$ cat config.mk
export PLATFORM = sky130hd
export DESIGN_NAME = arb_mux_reg_flat
export DESIGN_NICKNAME = d
export VERILOG_FILES = /design/src/rtl/arb_mux_reg_if.sv /design/src/rtl/arb_mux_reg.sv /design/src/flat_wrapper.sv
export SDC_FILE = /design/constraint.sdc
export NUM_CORES = 1
export LEC_CHECK = 0
export CORE_ASPECT_RATIO = 1.1
export CORE_MARGIN = 4
export CORE_UTILIZATION = 37
export DETAILED_ROUTE_END_ITERATION = 10
export GPL_ROUTABILITY_DRIVEN = 0
export PLACE_DENSITY = 0.83
export SKIP_CTS_REPAIR_TIMING = 1
export SLEW_MARGIN = 20
export SYNTH_ARGS = -nofsm -noshare
export SYNTH_HDL_FRONTEND = slang
export SYNTH_SLANG_ARGS = --single-unit
$ cat constraint.sdc
create_clock -name clk -period 6.95 [get_ports clk]
set_input_delay 1.7375 -clock clk [delete_from_list [all_inputs] [get_ports clk]]
set_output_delay 1.7375 -clock clk [all_outputs]
set_load 0.05 [all_outputs]
$ cat src/rtl/arb_mux_reg_if.sv
// Handshake bundle for arb_mux_reg: NUM_IN requesters in, one registered word out.
// The slave modport is the arbiter's view. The master modport is the producer/consumer side.
interface arb_mux_reg_if #(
    parameter int DATA_WIDTH = 32,
    parameter int NUM_IN     = 4,
    parameter int SEL_W      = 2
) ();
    logic [NUM_IN-1:0]            in_valid;
    logic [NUM_IN*DATA_WIDTH-1:0] in_data;
    logic [NUM_IN-1:0]            in_ready;
    logic                         out_valid;
    logic [DATA_WIDTH-1:0]        out_data;
    logic [SEL_W-1:0]             out_sel;
    logic                         out_ready;

    modport master (
        output in_valid, in_data, out_ready,
        input  in_ready, out_valid, out_data, out_sel
    );

    modport slave (
        input  in_valid, in_data, out_ready,
        output in_ready, out_valid, out_data, out_sel
    );
endinterface

$ cat src/rtl/arb_mux_reg.sv
// Arbitrated N:1 registered select. Policy is round-robin (MODE 0) or fixed priority (MODE 1).
// Latency is 1 cycle. in_ready is gated off while the output register is stalled; drain and load happen in the same cycle.
module arb_mux_reg #(
    parameter int DATA_WIDTH = 32,
    parameter int NUM_IN     = 4,
    parameter int SEL_W      = 2,
    parameter int MODE       = 0
) (
    input  logic         clk,
    input  logic         rst,
    arb_mux_reg_if.slave bus
);
    logic                  out_valid_q, out_valid_d;
    logic [DATA_WIDTH-1:0] out_data_q, out_data_d;
    logic [SEL_W-1:0]      out_sel_q, out_sel_d;
    logic [SEL_W-1:0]      ptr_q, ptr_d;

    logic                  lo_vld, hi_vld, gnt_vld, can_load, xfer;
    logic [SEL_W-1:0]      lo_idx, hi_idx, gnt_idx, ptr_nxt;
    logic [DATA_WIDTH-1:0] gnt_dat;
    logic [NUM_IN-1:0]     rdy;

    // Two scans: the lowest requester overall, and the lowest requester at or above ptr.
    always_comb begin
        lo_vld = 1'b0;
        lo_idx = '0;
        hi_vld = 1'b0;
        hi_idx = '0;
        for (int i = NUM_IN - 1; i >= 0; i--) begin
            if (bus.in_valid[i]) begin
                lo_vld = 1'b1;
                lo_idx = SEL_W'(i);
            end
            if (bus.in_valid[i] && (i >= int'(ptr_q))) begin
                hi_vld = 1'b1;
                hi_idx = SEL_W'(i);
            end
        end
    end

    // In round-robin mode, fall back to the lowest requester when no requester sits at or above ptr. This is the wrap.
    assign gnt_vld  = lo_vld;
    assign gnt_idx  = ((MODE == 0) && hi_vld) ? hi_idx : lo_idx;
    assign can_load = !out_valid_q || bus.out_ready;
    assign xfer     = gnt_vld && can_load && !rst;
    assign ptr_nxt  = (gnt_idx == SEL_W'(NUM_IN - 1)) ? '0 : gnt_idx + SEL_W'(1);

    always_comb begin
        gnt_dat = '0;
        rdy     = '0;
        for (int i = 0; i < NUM_IN; i++) begin
            if (gnt_idx == SEL_W'(i)) begin
                gnt_dat = bus.in_data[i*DATA_WIDTH +: DATA_WIDTH];
                rdy[i]  = xfer;
            end
        end
    end

    always_comb begin
        out_valid_d = out_valid_q;
        out_data_d  = out_data_q;
        out_sel_d   = out_sel_q;
        ptr_d       = ptr_q;
        if (xfer) begin
            out_valid_d = 1'b1;
            out_data_d  = gnt_dat;
            out_sel_d   = gnt_idx;
            if (MODE == 0) begin
                ptr_d = ptr_nxt;
            end
        end else if (out_valid_q && bus.out_ready) begin
            out_valid_d = 1'b0;
        end
    end

    always_ff @(posedge clk) begin
        if (rst) begin
            out_valid_q <= 1'b0;
            out_data_q  <= '0;
            out_sel_q   <= '0;
            ptr_q       <= '0;
        end else begin
            out_valid_q <= out_valid_d;
            out_data_q  <= out_data_d;
            out_sel_q   <= out_sel_d;
            ptr_q       <= ptr_d;
        end
    end

    assign bus.in_ready  = rdy;
    assign bus.out_valid = out_valid_q;
    assign bus.out_data  = out_data_q;
    assign bus.out_sel   = out_sel_q;
endmodule

$ cat src/flat_wrapper.sv
// flat-port wrapper written by rule: the top's interface ports become plain ports
module arb_mux_reg_flat 
#(
    parameter int DATA_WIDTH = 32,
    parameter int NUM_IN     = 4,
    parameter int SEL_W      = 2,
    parameter int MODE       = 0
)
  (clk, rst, bus_in_valid, bus_in_data, bus_out_ready, bus_in_ready, bus_out_valid, bus_out_data, bus_out_sel);
  arb_mux_reg_if #(.DATA_WIDTH(DATA_WIDTH), .NUM_IN(NUM_IN), .SEL_W(SEL_W)) bus_i ();
  input  logic clk;
  input  logic rst;
  input wire logic [$bits(bus_i.in_valid)-1:0] bus_in_valid;
  input wire logic [$bits(bus_i.in_data)-1:0] bus_in_data;
  input wire logic [$bits(bus_i.out_ready)-1:0] bus_out_ready;
  output wire logic [$bits(bus_i.in_ready)-1:0] bus_in_ready;
  output wire logic [$bits(bus_i.out_valid)-1:0] bus_out_valid;
  output wire logic [$bits(bus_i.out_data)-1:0] bus_out_data;
  output wire logic [$bits(bus_i.out_sel)-1:0] bus_out_sel;
  assign bus_i.in_valid = bus_in_valid;
  assign bus_i.in_data = bus_in_data;
  assign bus_i.out_ready = bus_out_ready;
  assign bus_in_ready = bus_i.in_ready;
  assign bus_out_valid = bus_i.out_valid;
  assign bus_out_data = bus_i.out_data;
  assign bus_out_sel = bus_i.out_sel;
  arb_mux_reg #(.DATA_WIDTH(DATA_WIDTH), .NUM_IN(NUM_IN), .SEL_W(SEL_W), .MODE(MODE)) u_core (.clk(clk), .rst(rst), .bus(bus_i));
endmodule
==> results of run 1 <==
flip-flops by register name, summed over array words and instances (netlist names):
register	cells
u_core.bus.out_data	32
u_core.bus.out_sel	2
u_core.ptr_q	2
u_core.bus.out_valid	1
worst max-delay path, stage by stage:
cell	delay, ns
sky130_fd_sc_hd__clkdlybuf4s50_1	0.52
sky130_fd_sc_hd__inv_1	0.07
sky130_fd_sc_hd__o221a_2	0.27
sky130_fd_sc_hd__o22ai_1	0.36
sky130_fd_sc_hd__ha_2	0.26
sky130_fd_sc_hd__and2_1	0.11
sky130_fd_sc_hd__clkdlybuf4s50_1	0.82
power groups by stage:
| stage | logic, mW | clock network (mW) | registers, mW |
|---|---|---|---|
| 6_report | 0.625 | 0.146 | 0.281 |
| 5_1_grt | 0.669 | 0.159 | 0.287 |
| 4_1_cts | 0.630 | 0.150 | 0.281 |
| 3_5_place_dp | 0.629 | 0 | 0.285 |
| 3_3_place_gp | 0.620 | 0 | 0.283 |
| 2_1_floorplan | 0.271 | 0 | 0.427 |
synth_stat cells, drive strengths merged:
| cell | count | share of area |
|---|---|---|
| inv | 36 | 0.058 |
| and2b | 1 | 0.0032 |
| dfxtp | 37 | 0.32 |
| and3 | 1 | 0.0027 |
| a21oi | 97 | 0.21 |
| o22ai | 2 | 0.0054 |
| a21o | 2 | 0.0064 |
| nor4 | 1 | 0.0054 |
| o21ai | 3 | 0.0064 |
| a221oi | 32 | 0.12 |
| nor2 | 3 | 0.0048 |
| clkinv | 1 | 0.0016 |
| nor2b | 4 | 0.012 |
| ha | 4 | 0.022 |
| nor3 | 2 | 0.0043 |
| a211o | 31 | 0.12 |
| clkbuf | 15 | 0.024 |
| nand3 | 3 | 0.0064 |
| buf | 17 | 0.047 |
| and2 | 4 | 0.011 |
| nand2 | 3 | 0.0048 |
| o221a | 1 | 0.0048 |
| or3 | 1 | 0.0048 |
logic make-up after synthesis:
kind of cell    after synthesis
compound gates              168
buf+inv                      69
simple gates                 23
fa+ha+maj                     4
flops                        37
worst min path at each step:
stage / slack (ns) / from / end / depth (start not counted)
finish: 0.48 / u_core.bus.out_sel[0] / u_core.bus.out_sel[0] / 2
global placement: 0.47 / u_core.bus.out_sel[1] / u_core.bus.out_sel[1] / 2
floorplan: 0.47 / u_core.ptr_q[1] / u_core.ptr_q[1] / 2
CTS: 0.48 / u_core.bus.out_sel[0] / u_core.bus.out_sel[0] / 2
detailed placement: 0.47 / u_core.bus.out_sel[0] / u_core.bus.out_sel[0] / 2
global route: 0.53 / u_core.bus.out_sel[1] / u_core.bus.out_sel[1] / 2
metal layers:
layer,vias to the layer above,GRT usage,part of all wire
li1,1424,-,-
met1,1389,0.258,0.40
met2,134,0.397,0.50
met3,12,0.0681,0.084
met4,0,0.0536,0.014
met5,-,0,0
metrics by stage:
stage | util | total power [mW] | hold WS [ns]
after floorplan | - | 0.698 | 0.474
after global placement | 0.656 | 0.902 | 0.474
after detailed placement | 0.656 | 0.914 | 0.467
after CTS | 0.670 | 1.06 | 0.484
after global routing | 0.670 | 1.11 | 0.526
final | 0.670 | 1.05 | 0.478
cell type report:
class	count	area [um^2]	area share
timing repair buffer	178	1770	0.429
multi-input combinational	195	1290	0.314
tap	80	100	0.0243
clock buffer	6	72.6	0.0176
inverter	37	139	0.0337
sequential	37	741	0.180
clock inverter	2	10.0	0.00243
==> out/qor.txt, run 1 <==
OUTCOME
-----------------------------------------------------------------------------------------------
Outcome                                                                            complete, no violations

SYNTH
-----------------------------------------------------------------------------------------------
Number of nets produced by synthesis                                                        440
Flip-flop and latch count after synthesis                                                    37
Share of synthesized cell area in full adder, half adder and majority cells              0.0215
Register area share after synthesis                                                       0.318
Instance count of the mapped netlist                                                        301
Synth Area in Compound Gates                                                              0.470
Post-synthesis mux area share                                                                 0
Yosys warning count                                                                           0
Post-synth cell types                                                                        28
Basic-gate share of the synthesized area counting and, or, nand and nor cells            0.0591
Main combinational cell family by area after synthesis                             compound AO/OA/AOI/OAI gates
Xor/xnor cell area share of the yosys netlist                                                 0
Average instance area after synthesis                                                 7.73 um^2
Synthesized area                                                                      2330 um^2

FLOORPLANNING
-----------------------------------------------------------------------------------------------
Floorplan die height                                                                    91.2 um
Floorplan die area                                                                    7620 um^2
Die W                                                                                   83.6 um
Floorplan row count                                                                          30
Effective utilization at floorplan                                                        0.378
Top Ports                                                                                   174
Area of the core                                                                      6160 um^2

TIMING
-----------------------------------------------------------------------------------------------
Hold violation count in the final report                                                      0
# setup viols final                                                                           0
Final count of pins violating max slew                                                        0
Worst setup slack after layout                                                          1.06 ns
Worst relative slew slack                                                                 0.308
RSZ-0062 raised after global routing                                                      false
Clock Skew                                                                           0.00370 ns
Post-route clock period utilization                                                       0.847
Post-layout min period                                                                  5.89 ns
Setup TNS                                                                                  0 ns
Highest Clock Rate                                                                    0.170 GHz
Slew at the pin closest to its max-slew limit                                           1.03 ns

ROUTE
-----------------------------------------------------------------------------------------------
TritonRoute pass-1 iters                                                                      5
Detailed-route wire length per cell                                                     16.7 um
Number of nets with antenna violations after routing                                          0
Vias per Instance                                                                          5.53
Initial DRC Count                                                                           101
Residual DRC                                                                                  0
Vias after detailed routing                                                                2959
Post-Route WL                                                                           8920 um

PWR
-----------------------------------------------------------------------------------------------
Share of total power in sequential cells                                                  0.267
Share of total power in combinational logic                                               0.594
Switching power total                                                                  0.460 mW
Static leakage power                                                                    1.71 nW
Clock share of power                                                                      0.139
Highest ir drop seen on vdd                                                              137 uV
Power density cells                                                                 255 nW/um^2
Sw Share                                                                                  0.437
Internal Power                                                                         0.593 mW

MIN PATH
-----------------------------------------------------------------------------------------------
Class of the most critical hold timing path                                          reg -> reg

FINAL LAYOUT
-----------------------------------------------------------------------------------------------
Post-route insts no fill                                                                    535
Fraction of final layout cells with drive strength greater than 1                        0.0462
Number of antenna diodes                                                                      0
Fin nets                                                                                    593
Most frequent standard cell in the layout excluding fill and tap cells             sky130_fd_sc_hd__clkdlybuf4s50_1
Final instance area                                                                   4120 um^2
Area overhead of the layout relative to synthesis                                         77.1%
Filler Cell Count                                                                           517
Most frequent cells in the layout                                                  172 x sky130_fd_sc_hd__clkdlybuf4s50_1, 96 x sky130_fd_sc_hd__a21oi_1, 37 x sky130_fd_sc_hd__dfxtp_1

CRITICAL PATH
-----------------------------------------------------------------------------------------------
Critical Path Fanout Max                                                                      5
Arrival time at the worst endpoint                                                      4.15 ns
Setup crit start kind                                                                input port
Crit path capture type                                                               output pin
R2R Setup Slk                                                                           3.68 ns
Number of cell instances on the worst register-to-register path                              10
Destination of the worst register-to-register timing path                          u_core.bus.out_data[21]
Timing startpoint of the critical path                                             bus_in_valid[2]
R2r startpoint                                                                     u_core.ptr_q[0]
Critical path class                                                                   in -> out
End point of the critical path                                                     bus_in_ready[2]
Worst Path Required                                                                     5.21 ns

PLACE
-----------------------------------------------------------------------------------------------
Number of input and output port buffers inserted                                            173
Pre-CTS setup slack                                                                     1.06 ns
Placed cell count                                                                           527
Post-detailed-placement half-perimeter wirelength                                       6520 um
Standard cell area after detailed placement                                           4040 um^2

GLOBAL ROUTE
-----------------------------------------------------------------------------------------------
Via count of the first global-routing pass                                                 2921
Global-route wire length before repair                                                 14100 um
Residual overflow from global routing                                                         0
Initial antenna violation count                                                               0
Global-route usage over all layers                                                        0.223
Maximum number of pins on one net before global-route repair                                 65

JOB
-----------------------------------------------------------------------------------------------
Max-Cap Viols                                                                                 0

CTS
-----------------------------------------------------------------------------------------------
Cell at the root of the clock tree                                                 sky130_fd_sc_hd__clkbuf_8
Buffer levels on the longest clock path                                                       2
Clock input transition at the sequential cells of the worst setup and hold paths        0.07 ns
Number of clock buffers inserted by TritonCTS                                                 5
Number of sinks driven by the clock tree                                                     37
H-tree depth                                                                                  2
Clock tree from TritonCTS                                                                   yes
Worst-Skew Late Latency                                                                 0.28 ns

No activity file was read; power rests on OpenSTA's default activity.
==> inputs of run 2 (changes only) <==
--- a/config.mk
+++ b/config.mk
@@ -7,10 +7,10 @@
 export LEC_CHECK = 0
 export CORE_ASPECT_RATIO = 1.1
 export CORE_MARGIN = 4
-export CORE_UTILIZATION = 37
+export CORE_UTILIZATION = 31
 export DETAILED_ROUTE_END_ITERATION = 10
 export GPL_ROUTABILITY_DRIVEN = 0
-export PLACE_DENSITY = 0.83
+export PLACE_DENSITY = 0.73
 export SKIP_CTS_REPAIR_TIMING = 1
 export SLEW_MARGIN = 20
 export SYNTH_ARGS = -nofsm -noshare
==> constraint.sdc (replaced) <==
create_clock -name clk -period 5.2 [get_ports clk]
set_input_delay 1.3 -clock clk [delete_from_list [all_inputs] [get_ports clk]]
set_output_delay 1.3 -clock clk [all_outputs]
set_load 0.05 [all_outputs]
==> out/qor.txt, run 2 (synthesis gave the netlist of run 1 again) <==
OUTCOME
-----------------------------------------------------------------------------------------------
Outcome                                                                            complete, no violations   unchanged

ROUTE
-----------------------------------------------------------------------------------------------
Vias per Instance                                                                          5.27   was 5.53
Detailed-route wire length per cell                                                     16.4 um   was 16.7 um
TritonRoute pass-1 iters                                                                      4   was 5
Vias after detailed routing                                                                2847   was 2959
Post-Route WL                                                                           8840 um   was 8920 um
Number of nets with antenna violations after routing                                          0   unchanged
Residual DRC                                                                                  0   unchanged
Initial DRC Count                                                                            78   was 101

FLOORPLANNING
-----------------------------------------------------------------------------------------------
Floorplan die height                                                                    98.9 um   was 91.2 um
Effective utilization at floorplan                                                        0.325   was 0.378
Die W                                                                                   90.6 um   was 83.6 um
Area of the core                                                                      7170 um^2   was 6160 um^2
Floorplan row count                                                                          32   was 30
Floorplan die area                                                                    8960 um^2   was 7620 um^2
Top Ports                                                                                   174   unchanged

CTS
-----------------------------------------------------------------------------------------------
H-tree depth                                                                                  2   unchanged
Clock input transition at the sequential cells of the worst setup and hold paths        0.07 ns   about the same
Buffer levels on the longest clock path                                                       2   unchanged
Number of sinks driven by the clock tree                                                     37   unchanged
Cell at the root of the clock tree                                                 sky130_fd_sc_hd__clkbuf_8   unchanged
Clock tree from TritonCTS                                                                   yes   unchanged
Worst-Skew Late Latency                                                                 0.28 ns   about the same
Number of clock buffers inserted by TritonCTS                                                 5   unchanged

JOB
-----------------------------------------------------------------------------------------------
Max-Cap Viols                                                                                 0   unchanged

TIMING
-----------------------------------------------------------------------------------------------
Clock Skew                                                                           0.00537 ns   was 0.00370 ns
Worst relative slew slack                                                                 0.291   was 0.308
RSZ-0062 raised after global routing                                                      false   unchanged
Final count of pins violating max slew                                                        0   unchanged
# setup viols final                                                                           0   unchanged
Slew at the pin closest to its max-slew limit                                           1.06 ns   was 1.03 ns
Hold violation count in the final report                                                      0   unchanged
Post-route clock period utilization                                                       0.878
Highest Clock Rate                                                                    0.219 GHz
Post-layout min period                                                                  4.57 ns
Setup TNS                                                                                  0 ns   unchanged

GLOBAL ROUTE
-----------------------------------------------------------------------------------------------
Residual overflow from global routing                                                         0   unchanged
Maximum number of pins on one net before global-route repair                                 65   unchanged
Global-route wire length before repair                                                 14000 um   was 14100 um
Via count of the first global-routing pass                                                 2856   was 2921
Global-route usage over all layers                                                        0.191   was 0.223
Initial antenna violation count                                                               0   unchanged

MIN PATH
-----------------------------------------------------------------------------------------------
Class of the most critical hold timing path                                          reg -> reg   unchanged
Hold path cells                                                                               2   unchanged
Worst-case hold path end point                                                     u_core.bus.out_sel[0]   unchanged
Startpoint of the worst hold path                                                  u_core.bus.out_sel[0]   unchanged

CRITICAL PATH
-----------------------------------------------------------------------------------------------
Number of cell instances on the worst register-to-register path                              10   unchanged
Destination of the worst register-to-register timing path                          u_core.bus.out_data[30]   was u_core.bus.out_data[21]
Crit path cell chain                                                               clkdlybuf4s50_1, inv_1, o221a_2, o22ai_1, inv_1, ha_1, and2_1, buf_12   was clkdlybuf4s50_1, inv_1, o221a_2, o22ai_1, ha_2, and2_1, clkdlybuf4s50_1
Cell repeated most along the worst path                                            sky130_fd_sc_hd__inv_1   was sky130_fd_sc_hd__clkdlybuf4s50_1
Critical Path Fanout Max                                                                      5   unchanged
Worst Path Required                                                                     3.90 ns   was 5.21 ns
Arrival time at the worst endpoint                                                      3.27 ns   was 4.15 ns
Crit path buf inv count                                                                       4   was 3
Crit-path max cell delay                                                                0.52 ns   was 0.82 ns
Cell type group with the largest total delay on the critical path                  buffers and inverters   unchanged
Worst-path cell with the longest stage delay                                       sky130_fd_sc_hd__clkdlybuf4s50_1   unchanged
Critical path class                                                                   in -> out   unchanged
R2R Setup Slk                                                                           2.34 ns   was 3.68 ns
R2r startpoint                                                                     u_core.ptr_q[0]   unchanged
Setup crit start kind                                                                input port   unchanged
Crit path capture type                                                               output pin   unchanged

PWR
-----------------------------------------------------------------------------------------------
Highest ir drop seen on vdd                                                              152 uV   was 137 uV
Static leakage power                                                                    1.73 nW   was 1.71 nW
Power density cells                                                                 341 nW/um^2   was 255 nW/um^2

FINAL LAYOUT
-----------------------------------------------------------------------------------------------
Most frequent standard cell in the layout excluding fill and tap cells             sky130_fd_sc_hd__clkdlybuf4s50_1   unchanged
Area overhead of the layout relative to synthesis                                         79.1%   was 77.1%
Most frequent cells in the layout                                                  169 x sky130_fd_sc_hd__clkdlybuf4s50_1, 96 x sky130_fd_sc_hd__a21oi_1, 37 x sky130_fd_sc_hd__dfxtp_1   was 172 x sky130_fd_sc_hd__clkdlybuf4s50_1, 96 x sky130_fd_sc_hd__a21oi_1, 37 x sky130_fd_sc_hd__dfxtp_1
Largest register FFs                                                                         32   unchanged
Number of antenna diodes                                                                      0   unchanged
Fraction of final layout cells with drive strength greater than 1                        0.0527   was 0.0462
Fin nets                                                                                    594   was 593
Final instance area                                                                   4170 um^2   was 4120 um^2

PLACE
-----------------------------------------------------------------------------------------------
Standard cell area after detailed placement                                           4080 um^2   was 4040 um^2
Number of input and output port buffers inserted                                            173   unchanged
Post-detailed-placement half-perimeter wirelength                                       6290 um   was 6520 um

[run 2: cell count changes in the layout (fill, tap and decap cells not counted), sizes merged]
cell and change:
buf +4, clkbuf +1, clkdlybuf4s50 -3, clkinv -2
[run 2: layer usage]
layer	wire (um)	track usage	share of wire	vias up
met4	125	0.0436	0.014	0
li1	-	-	-	1427
met3	740	0.0580	0.084	11
met2	4420	0.342	0.50	126
met5	0	0	0	-
met1	3550	0.222	0.40	1283
[run 2: worst max-delay path by stage]
| stage | startpoint | endpoint | slack, ns | depth (start not counted) |
|---|---|---|---|---|
| finish | bus_in_valid[2] | bus_in_ready[1] | 0.63 | 8 |
| global route | bus_in_valid[2] | bus_in_ready[1] | 0.51 | 8 |
| CTS | bus_in_valid[2] | bus_in_ready[1] | 0.63 | 8 |
| detailed placement | bus_in_valid[2] | bus_in_ready[1] | 0.63 | 8 |
| global placement | bus_in_valid[2] | bus_in_ready[1] | 0.71 | 8 |
| floorplan | bus_in_valid[2] | bus_in_ready[2] | 0.92 | 7 |
[run 2: per-stage QoR]
stage / setup WS [ns] / hold WS, ns / power (mW) / utilization / cells
4_1_cts: 0.628 / 0.492 / 1.44 / 0.582 / 540
3_5_place_dp: 0.627 / 0.481 / 1.23 / 0.570 / 533
5_1_grt: 0.512 / 0.526 / 1.51 / 0.582 / 540
6_report: 0.634 / 0.486 / 1.42 / 0.582 / 540
2_1_floorplan: 0.923 / 0.474 / 0.933 / - / 301
3_3_place_gp: 0.713 / 0.473 / 1.22 / 0.570 / 533
[run 2: final cells by class]
type	instances	area, um^2
multi-input combinational	195	1290
sequential	37	741
tap	85	106
timing repair buffer	179	1800
inverter	37	139
clock buffer	7	86.3
fill	693	3000
[run 2: report_power, final]
group	internal [mW]	total (mW)	switching, mW
clock network	0.105	0.204	0.0986
registers	0.343	0.374	0.0311
logic	0.362	0.843	0.481
total	0.811	1.42	0.611
[run 2: worst min-delay path: cells and delay by family, from the launching register on]
family          cells  cell delay (ns)
compound gates      1             0.06
simple gates        1             0.05
flops               1             0.32
